### config.mk
export PLATFORM = sky130hd
export DESIGN_NAME = fp_add_arbiter
export DESIGN_NICKNAME = d
export VERILOG_FILES = /design/src/rtl/fp_add_arbiter.sv
export SDC_FILE = /design/constraint.sdc
export NUM_CORES = 1
export LEC_CHECK = 0
export CAP_MARGIN = 20
export CORE_MARGIN = 2
export CORE_UTILIZATION = 25
export CTS_CLUSTER_SIZE = 10
export DETAILED_ROUTE_END_ITERATION = 10
export GPL_TIMING_DRIVEN = 0
export SLEW_MARGIN = 40
export SYNTH_ARGS = -nofsm -noshare
export SYNTH_HDL_FRONTEND = slang
export SYNTH_SLANG_ARGS = --single-unit
### constraint.sdc
create_clock -name clk -period 4.5 [get_ports clk]
set_input_delay 0.9 -clock clk [delete_from_list [all_inputs] [get_ports clk]]
set_output_delay 0.9 -clock clk [all_outputs]
set_load 0.01 [all_outputs]
### src/rtl/fp_add_arbiter.sv
// fp_add_arbiter: round-robin sharing of one pipelined FP adder among NREQ
// requesters. The requester id rides a tag shift register alongside the adder,
// and results are collected in an output FIFO. A credit counter (occ) admits
// an operation only if a FIFO slot is guaranteed, because the adder cannot stall.
// Optional build macro FP_ADD_ARB_PERF_EN adds perf_issued / perf_blocked counters.
module fp_add_arbiter #(
    parameter int NREQ       = 4,
    parameter int PIPE_LAT   = 4,
    parameter int FIFO_DEPTH = 8
) (
    input  logic                     clk,
    input  logic                     rst_n,
    input  logic [NREQ-1:0]          req_valid,
    input  logic [32*NREQ-1:0]       req_a,
    input  logic [32*NREQ-1:0]       req_b,
    output logic [NREQ-1:0]          req_ready,
    output logic                     pipe_in_valid,
    output logic [31:0]              pipe_a,
    output logic [31:0]              pipe_b,
    input  logic [31:0]              pipe_result,
    output logic                     rsp_valid,
    input  logic                     rsp_ready,
    output logic [$clog2(NREQ)-1:0]  rsp_id,
    output logic [31:0]              rsp_data
`ifdef FP_ADD_ARB_PERF_EN
    ,
    output logic [31:0]              perf_issued,
    output logic [31:0]              perf_blocked
`else
    // counters not built
`endif
);
    localparam int IDW  = $clog2(NREQ);
    localparam int OCCW = $clog2(FIFO_DEPTH + 1);
    localparam int PTRW = $clog2(FIFO_DEPTH);

    logic [NREQ-1:0][31:0]         a_lane, b_lane;
    logic [IDW-1:0]                last_grant, grant;
    logic                          grant_found, credit, accept, wr, pop;
    logic [OCCW-1:0]               occ, cnt;
    logic [PTRW-1:0]               wr_ptr, rd_ptr;
    logic [PIPE_LAT-1:0]           tag_vld;
    logic [PIPE_LAT-1:0][IDW-1:0]  tag_id;
    logic [IDW-1:0]                fifo_id   [FIFO_DEPTH];
    logic [31:0]                   fifo_data [FIFO_DEPTH];

    assign a_lane = req_a;
    assign b_lane = req_b;

    // Round-robin search starting just after the last grantee
    always_comb begin
        grant_found = 1'b0;
        grant       = '0;
        for (int k = 1; k <= NREQ; k++) begin
            if (!grant_found && req_valid[IDW'((int'(last_grant) + k) % NREQ)]) begin
                grant_found = 1'b1;
                grant       = IDW'((int'(last_grant) + k) % NREQ);
            end
        end
    end

    // Credit uses registered occupancy only, so a same-cycle pop never frees a slot
    assign credit = (occ < OCCW'(FIFO_DEPTH));
    assign accept = grant_found && credit;

    // One-hot ready to the grantee when a FIFO slot is guaranteed
    always_comb begin
        req_ready = '0;
        for (int i = 0; i < NREQ; i++)
            req_ready[i] = accept && (grant == IDW'(i));
    end

    // Issue register feeding adder stage 1; operands hold when nothing issues
    always_ff @(posedge clk or negedge rst_n) begin
        if (!rst_n) begin
            pipe_in_valid <= 1'b0;
            pipe_a        <= '0;
            pipe_b        <= '0;
            last_grant    <= IDW'(NREQ - 1);
        end else begin
            pipe_in_valid <= accept;
            if (accept) begin
                pipe_a     <= a_lane[grant];
                pipe_b     <= b_lane[grant];
                last_grant <= grant;
            end
        end
    end

    // Tag shift register tracking the adder stages; entry 0 pairs with stage 1
    always_ff @(posedge clk or negedge rst_n) begin
        if (!rst_n) begin
            tag_vld <= '0;
            tag_id  <= '0;
        end else begin
            tag_vld[0] <= pipe_in_valid;
            tag_id[0]  <= last_grant;
            for (int k = 1; k < PIPE_LAT; k++) begin
                tag_vld[k] <= tag_vld[k-1];
                tag_id[k]  <= tag_id[k-1];
            end
        end
    end

    assign wr        = tag_vld[PIPE_LAT-1];
    assign rsp_valid = (cnt != '0);
    assign pop       = rsp_valid && rsp_ready;
    assign rsp_id    = fifo_id[rd_ptr];
    assign rsp_data  = fifo_data[rd_ptr];

    // Output FIFO; credit accounting keeps a write from ever meeting a full FIFO
    always_ff @(posedge clk or negedge rst_n) begin
        if (!rst_n) begin
            wr_ptr <= '0;
            rd_ptr <= '0;
            cnt    <= '0;
            for (int k = 0; k < FIFO_DEPTH; k++) begin
                fifo_id[k]   <= '0;
                fifo_data[k] <= '0;
            end
        end else begin
            if (wr) begin
                fifo_id[wr_ptr]   <= tag_id[PIPE_LAT-1];
                fifo_data[wr_ptr] <= pipe_result;
                wr_ptr <= (wr_ptr == PTRW'(FIFO_DEPTH - 1)) ? '0 : wr_ptr + 1'b1;
            end
            if (pop)
                rd_ptr <= (rd_ptr == PTRW'(FIFO_DEPTH - 1)) ? '0 : rd_ptr + 1'b1;
            case ({wr, pop})
                2'b10:   cnt <= cnt + 1'b1;
                2'b01:   cnt <= cnt - 1'b1;
                default: cnt <= cnt;
            endcase
        end
    end

    // Occupancy: in-flight plus stored results, +1 on accept, -1 on pop
    always_ff @(posedge clk or negedge rst_n) begin
        if (!rst_n) begin
            occ <= '0;
        end else begin
            case ({accept, pop})
                2'b10:   occ <= occ + 1'b1;
                2'b01:   occ <= occ - 1'b1;
                default: occ <= occ;
            endcase
        end
    end

`ifdef FP_ADD_ARB_PERF_EN
    // Free-running issue and blocked-cycle counters, wrapping at 2^32
    always_ff @(posedge clk or negedge rst_n) begin
        if (!rst_n) begin
            perf_issued  <= '0;
            perf_blocked <= '0;
        end else begin
            if (accept)
                perf_issued <= perf_issued + 32'd1;
            if ((|req_valid) && !accept)
                perf_blocked <= perf_blocked + 32'd1;
        end
    end
`endif

endmodule

==> key figures, run 1 <==
Job
  – Max Cap Viol: 0

Clocking
  – Num CTS Buffers: 45
  – Clock root buffer master: clkbuf_16
  – Hold buffer count at CTS: 0
  – H-tree levels: 2
  – Post-CTS resize count: 0
  – Deepest clock path buffer count: 3
  – CTS sink count: 365
  – Post-CTS Setup Inserts: 0
  – Clk_lat worst skew: 580 ps
  – CTS tree: yes
  – Clk slew on worst S/H paths: 50 ps

Worst setup path
  – Critical Setup Path Class: input pin to output pin
  – Cells along the critical path: clkdlybuf4s50_1, a21o_1, a31o_1, buf_2, buf_2, buf_2, nor3_1, clkdlybuf4s50_1
  – Buffers plus inverters on the worst setup path: 5
  – Most frequent CP cell: buf_2
  – CP delay by family, top: buffers and inverters
  – Max FO, Critical Path: 10
  – Crit-path max cell delay: 590 ps
  – Element type at the critical path end: output pin
  – Critical path data arrival time: 3200 ps
  – Worst path slowest cell: clkdlybuf4s50_1
  – Critical Path RT: 3600 ps
  – Worst Setup Start Kind: input pin

Yosys
  – Post-synth top area share: 0.496
  – Sequential fraction of the synthesis area: 0.499
  – EDFF count, synth: 0
  – #FFs+latches synth: 365
  – Syn_nets: 1624
  – Post-synth cell types: 39
  – Leading area contributor after synthesis: dfrtp_1
  – Mapped Area: 18300 um2
  – Post-Syn Instances: 1318
  – Top-count cell post-synth: dfrtp_1
  – Yosys warnings: 0
  – Ys async rst share: 1.00
  – Commonest cells in the netlist: 363 x dfrtp_1, 272 x mux2_2, 130 x mux2i_1
  – Average size of a mapped cell: 13.9 um2
  – Synth area leaders: dfrtp_1 50%, mux2_2 17%, mux4_2 8.4%
  – Synth Flop Type: dfrtp_1

Global routing
  – First-pass GRT wire length: 91800 um
  – Grt ovf: 0
  – Largest net degree at the start of global routing: 78
  – Initial antenna violation count: 4
  – Vias in the first global route: 14210
  – GR Util All Layers: 0.162

Place
  – Port Buffer Count: 398
  – Final GP Congestion: 0.917
  – Final HPWL DP: 46500 um

Power and ir drop
  – Max IR drop VDD: 0.453 mV
  – Lkg Pwr: 9.95 nW
  – PwrDens: 729 nW/um2
  – Overall power: 18.2 mW

STA
  – Fin. max-slew vios: 0
  – Worst-Margin Slew: 857 ps
  – RSZ-0062 raised after global routing: no
  – Fmax: 0.244 GHz
  – Max transition margin: 0.428
  – Final hold violation count: 0
  – Clk_skew: 23.2 ps
  – Period utilization: 0.912
  – Fin crit period: 4100 ps
  – Final setup fails: 0

Min path
  – Hold WC Path Type: input pin to async pin

Drt
  – Final WL: 61400 um
  – WL/cell: 22.3 um
  – DR DRC count: 0
  – Starting DRC count in detailed routing: 656
  – Via count: 12941
  – First-pass detailed-route iteration total: 5
  – Via density: 4.71
  – Number of routed nets with antenna violations: 0

Die
  – Die area: 75500 um2
  – Die width: 275 um
  – Initial core utilization: 0.252
  – Total core area: 72700 um2
  – FP Rows: 99
  – IO Count: 399
  – Chip height: 275 um

Finish
  – Area Growth Syn to Fin: 36.4%
  – Post-layout util: 0.344
  – Fill cell count: 7010
  – Final #Nets: 2075
  – Share of cells above drive strength 1: 0.266

Run status
  – Status: finished, final reports clean
[stage by stage]
stage               std cells  worst slack [ps]  hold slack [ps]   TNS, ps  area, um2
floorplan                1318              1570              331         0      18300
CTS                      2746               284              177         0      25000
global route             2748               235              188         0      25000
detailed placement       2681               316              339         0      23700
finish                   2750               397              199         0      25000
global placement         2675            -13350              337  -4831920      23500
[cell families after synthesis]
kind of cell,count (synthesis),synth area share
buffers and inverters,114,0.0330
xor gates and xnor gates,9,0.00430
DFF,365,0.499
adders and majority gates,11,0.00792
and+or+nand+nor,227,0.0776
muxes,508,0.345
AOI/OAI and AO/OA,84,0.0332
[worst paths after layout]
| path | from | end | cells past startpoint | slack, ps |
|---|---|---|---|---|
| max | req_valid[1] | req_ready[2] | 8 | 400 |
| min | rst_n | fifo_data[115]$_DFFE_PN0P_ | 1 | 200 |
| max reg2reg | occ[3]$_DFFE_PN0P_ | occ[2]$_DFFE_PN0P_ | 11 | 1570 |
| min reg2reg | tag_id[5]$_DFF_PN0_ | tag_id[7]$_DFF_PN0_ | 0 | 350 |
| max in group asynchronous | rst_n | fifo_data[229]$_DFFE_PN0P_ | 3 | 3180 |
| min in group clk | tag_id[5]$_DFF_PN0_ | tag_id[7]$_DFF_PN0_ | 0 | 350 |
[per-layer routing]
| layer | GRT usage | wire (um) | vias to the layer above |
|---|---|---|---|
| li1 | - | - | 5788 |
| met1 | 0.192 | 24400 | 6658 |
| met2 | 0.293 | 32200 | 411 |
| met3 | 0.0331 | 3250 | 84 |
| met4 | 0.0475 | 1520 | 0 |
| met5 | 0 | 0 | - |
[flip-flops by register name, summed over array words and instances (netlist names)]
| register | count |
|---|---|
| cnt | 4 |
| fifo_data | 256 |
| fifo_id | 16 |
| last_grant | 2 |
| occ | 4 |
| pipe_a | 32 |
| pipe_b | 32 |
| pipe_in_valid | 1 |
| rd_ptr | 3 |
| tag_id | 8 |
| tag_vld | 4 |
| wr_ptr | 3 |
[cells in the final DEF, fill, tap and decap left out, drive strengths merged, types with 4 or more instances in the layout]
master	netlist	final
nor3	7	7
diode	0	4
o21ai	6	6
mux4	68	68
ha	10	10
a21o	5	5
clkbuf	45	101
mux2i	130	130
o211ai	64	64
clkdlybuf4s50	0	397
buf	63	70
nand2	72	72
nor3b	130	130
mux2	310	310
xor2	6	6
inv	6	7
clkinv	0	8
nand2b	5	5
nor2	6	6
a21oi	4	4
dfrtp	363	363
[layout make-up]
| type | count | area [um2] | share of cell area |
|---|---|---|---|
| Clock buffer | 56 | 1200 | 0.0479 |
| Inverter | 6 | 22.5 | 0.000902 |
| Tap cell | 959 | 1200 | 0.0480 |
| Timing Repair Buffer | 404 | 4140 | 0.166 |
| Multi-Input combinational cell | 839 | 8580 | 0.343 |
| Buffer | 108 | 583 | 0.0233 |
| Clock inverter | 9 | 114 | 0.00456 |
| Antenna cell | 4 | 10.0 | 0.000401 |
| Sequential cell | 365 | 9140 | 0.366 |
[report_power, final]
part | switching, mW | internal (mW)
Sequential | 0.881 | 5.00
Combinational | 4.14 | 4.88
Clock | 1.42 | 1.88
No activity file was read; power rests on OpenSTA's default activity.
==> inputs of run 2 (changes only) <==
CELL_PAD_IN_SITES_DETAIL_PLACEMENT = 0   (was default)
CELL_PAD_IN_SITES_GLOBAL_PLACEMENT = 1   (was default)
CTS_CLUSTER_SIZE = default   (was 10)
MAX_ROUTING_LAYER = met4   (was default)
PLACE_DENSITY_LB_ADDON = 0.1   (was default)
==> key figures, run 2 (synthesis gave the netlist of run 1 again) <==
Run status
  – Status: finished, final reports clean

STA
  – Worst-Margin Slew: 786 ps (-71.6 ps)
  – Max transition margin: 0.476 (+0.0477)
  – Clk_skew: 23.8 ps (+0.606 ps)
  – Fin. max-slew vios: 0 (unchanged)
  – Fin crit period: 4100 ps (-6.33 ps)
  – RSZ-0062 raised after global routing: no
  – Final setup fails: 0 (unchanged)
  – Final hold violation count: 0 (unchanged)
  – Final Worst Setup Slack: 403 ps (+6.33 ps)
  – Fmax: 0.244 GHz (+0.15%)
  – Period utilization: 0.910 (-0.00141)

Worst setup path
  – Max FO, Critical Path: 10 (unchanged)
  – Critical path data arrival time: 3200 ps (about the same)
  – Critical Path RT: 3600 ps (about the same)
  – FF-to-FF End: occ[2]$_DFFE_PN0P_
  – Reg2reg setup slack: 1630 ps (+60 ps)
  – Element type at the critical path end: output pin
  – Critical Setup Path Class: input pin to output pin
  – RR Startpoint: occ[3]$_DFFE_PN0P_
  – Worst Setup Start Kind: input pin
  – Reg2reg path depth: 11 (unchanged)

Clocking
  – Num CTS Buffers: 47 (+4.4%)
  – Clk_lat worst skew: 600 ps (+20 ps)
  – CTS tree: yes
  – Hold buffer count at CTS: 0 (unchanged)
  – H-tree levels: 2 (unchanged)
  – Clk slew on worst S/H paths: 60 ps (about the same)
  – Post-CTS resize count: 0 (unchanged)
  – Clock root buffer master: clkbuf_16
  – Deepest clock path buffer count: 3 (unchanged)
  – CTS sink count: 365 (unchanged)
  – Post-CTS Setup Inserts: 0 (unchanged)

Power and ir drop
  – Cell-internal power: 12.1 mW (+3.3%)
  – Combinational Power Share: 0.485 (-0.010)
  – Power share of the clock group: 0.204 (+0.023)
  – Seq pwr share: 0.311 (-0.012)
  – Lkg Pwr: 10.1 nW (+1.3%)
  – Switching portion of total power: 0.350 (-0.00394)
  – Switching pwr: 6.54 mW (+1.5%)
  – PwrDens: 741 nW/um2 (+1.6%)
  – Max IR drop VDD: 0.332 mV (-27%)

Finish
  – Commonest non-fill, non-tap cells in the layout: 397 x clkdlybuf4s50_1, 363 x dfrtp_1, 272 x mux2_2
  – Area Growth Syn to Fin: 37.8%
  – Commonest non-fill, non-tap cell in the layout: clkdlybuf4s50_1
  – Final #Nets: 2076 (+0.048%)
  – Reg with most FFs: fifo_data
  – Final Non-Filler Cells: 2770 (+0.73%)
  – Regs by FF count: fifo_data x256, pipe_a x32, pipe_b x32
  – Largest register FFs: 256 (unchanged)
  – Share of cells above drive strength 1: 0.273 (+0.00737)

Min path
  – Hold WC Path Type: input pin to async pin

Global routing
  – Vias in the first global route: 13891 (-2.2%)
  – First-pass GRT wire length: 96800 um (+5.5%)
  – Grt ovf: 0 (unchanged)
  – Largest net degree at the start of global routing: 71 (-9.0%)
  – Initial antenna violation count: 9 (+5)
  – GR Util All Layers: 0.179 (+0.0178)

Place
  – Final HPWL DP: 48600 um (+4.4%)
  – Dpl ws: 370 ps (+53.3 ps)
  – Port Buffer Count: 398 (unchanged)
  – Placed insts: 2680 (-0.037%)
  – Final GP Congestion: 0.826 (-9.9%)

Die
  – Die area: 75500 um2 (unchanged)
  – Total core area: 72700 um2 (unchanged)
  – Initial core utilization: 0.252 (unchanged)
  – IO Count: 399 (unchanged)
  – FP Rows: 99 (unchanged)
  – Chip height: 275 um (unchanged)
  – Die width: 275 um (unchanged)

Job
  – Max Cap Viol: 0 (unchanged)

Drt
  – Via count: 12771 (-1.3%)
  – WL/cell: 23.8 um (+6.9%)
  – First-pass detailed-route iteration total: 4 (-1)
  – Via density: 4.61 (-2.0%)
  – Final WL: 66100 um (+7.7%)
  – DR DRC count: 0 (unchanged)
  – Starting DRC count in detailed routing: 614 (-6.4%)
  – Number of routed nets with antenna violations: 0 (unchanged)
-- run 2: changes by cell type in the layout (fill, tap and decap cells not counted) --
cell / change
nor3_4: +1
bufinv_16: +2
nor3_2: -1
clkinv_16: -1
clkinvlp_4: +1
clkbuf_2: +7
clkbuf_16: +3
clkbuf_1: -3
clkbuf_8: +9
clkinv_2: -3
diode_2: +6
buf_6: -1
-- run 2: worst max-delay path by stage --
stage                        from                     to  slack [ps]
2_1_floorplan        req_valid[2]           req_ready[3]        1570
3_3_place_gp                rst_n  pipe_a[0]$_DFFE_PN0P_      -14770
3_5_place_dp         req_valid[0]           req_ready[2]         370
4_1_cts        occ[3]$_DFFE_PN0P_           req_ready[2]         280
5_1_grt              req_valid[2]           req_ready[3]         240
6_report             req_valid[0]           req_ready[2]         400
-- run 2: through the flow --
stage	cell area [um2]	power [mW]	setup TNS (ps)	hold slack, ps	util
3_3_place_gp	23500	15.0	-5357500	336	0.323
3_5_place_dp	23700	15.2	0	338	0.325
6_report	25200	18.7	0	230	0.347
2_1_floorplan	18300	11.3	0	331	-
4_1_cts	25200	19.1	0	215	0.347
5_1_grt	25200	20.0	0	242	0.347
-- run 2: worst max-delay path: stages --
cell	delay, ps
clkdlybuf4s50_1	510
a21o_1	210
a31o_1	170
buf_2	170
buf_2	230
buf_2	220
nor3_1	160
clkdlybuf4s50_1	620
-- run 2: final cells by class --
type                            count  area (um2)
Antenna cell                       10        25.0
Buffer                            108         592
Clock buffer                       72        1410
Clock inverter                      8         136
Fill cell                        7117       47500
Inverter                            6        22.5
Multi-Input combinational cell    839        8580
Sequential cell                   365        9140
Tap cell                          959        1200
Timing Repair Buffer              403        4130
-- run 2: power groups by stage --
stage | registers [mW] | clock network, mW | logic [mW]
3_5_place_dp | 5.86 | 0 | 9.29
5_1_grt | 6.04 | 4.08 | 9.84
6_report | 5.82 | 3.81 | 9.06
2_1_floorplan | 5.76 | 0 | 5.55
3_3_place_gp | 5.84 | 0 | 9.19
4_1_cts | 5.82 | 3.95 | 9.33
-- run 2: layer usage --
layer | wire, um | global-route usage | vias up | part of all wire
li1 | - | - | 5812 | -
met1 | 28100 | 0.221 | 6583 | 0.43
met2 | 32900 | 0.298 | 311 | 0.50
met3 | 4250 | 0.0486 | 65 | 0.064
met4 | 849 | 0.0316 | 0 | 0.013
met5 | 0 | - | - | 0
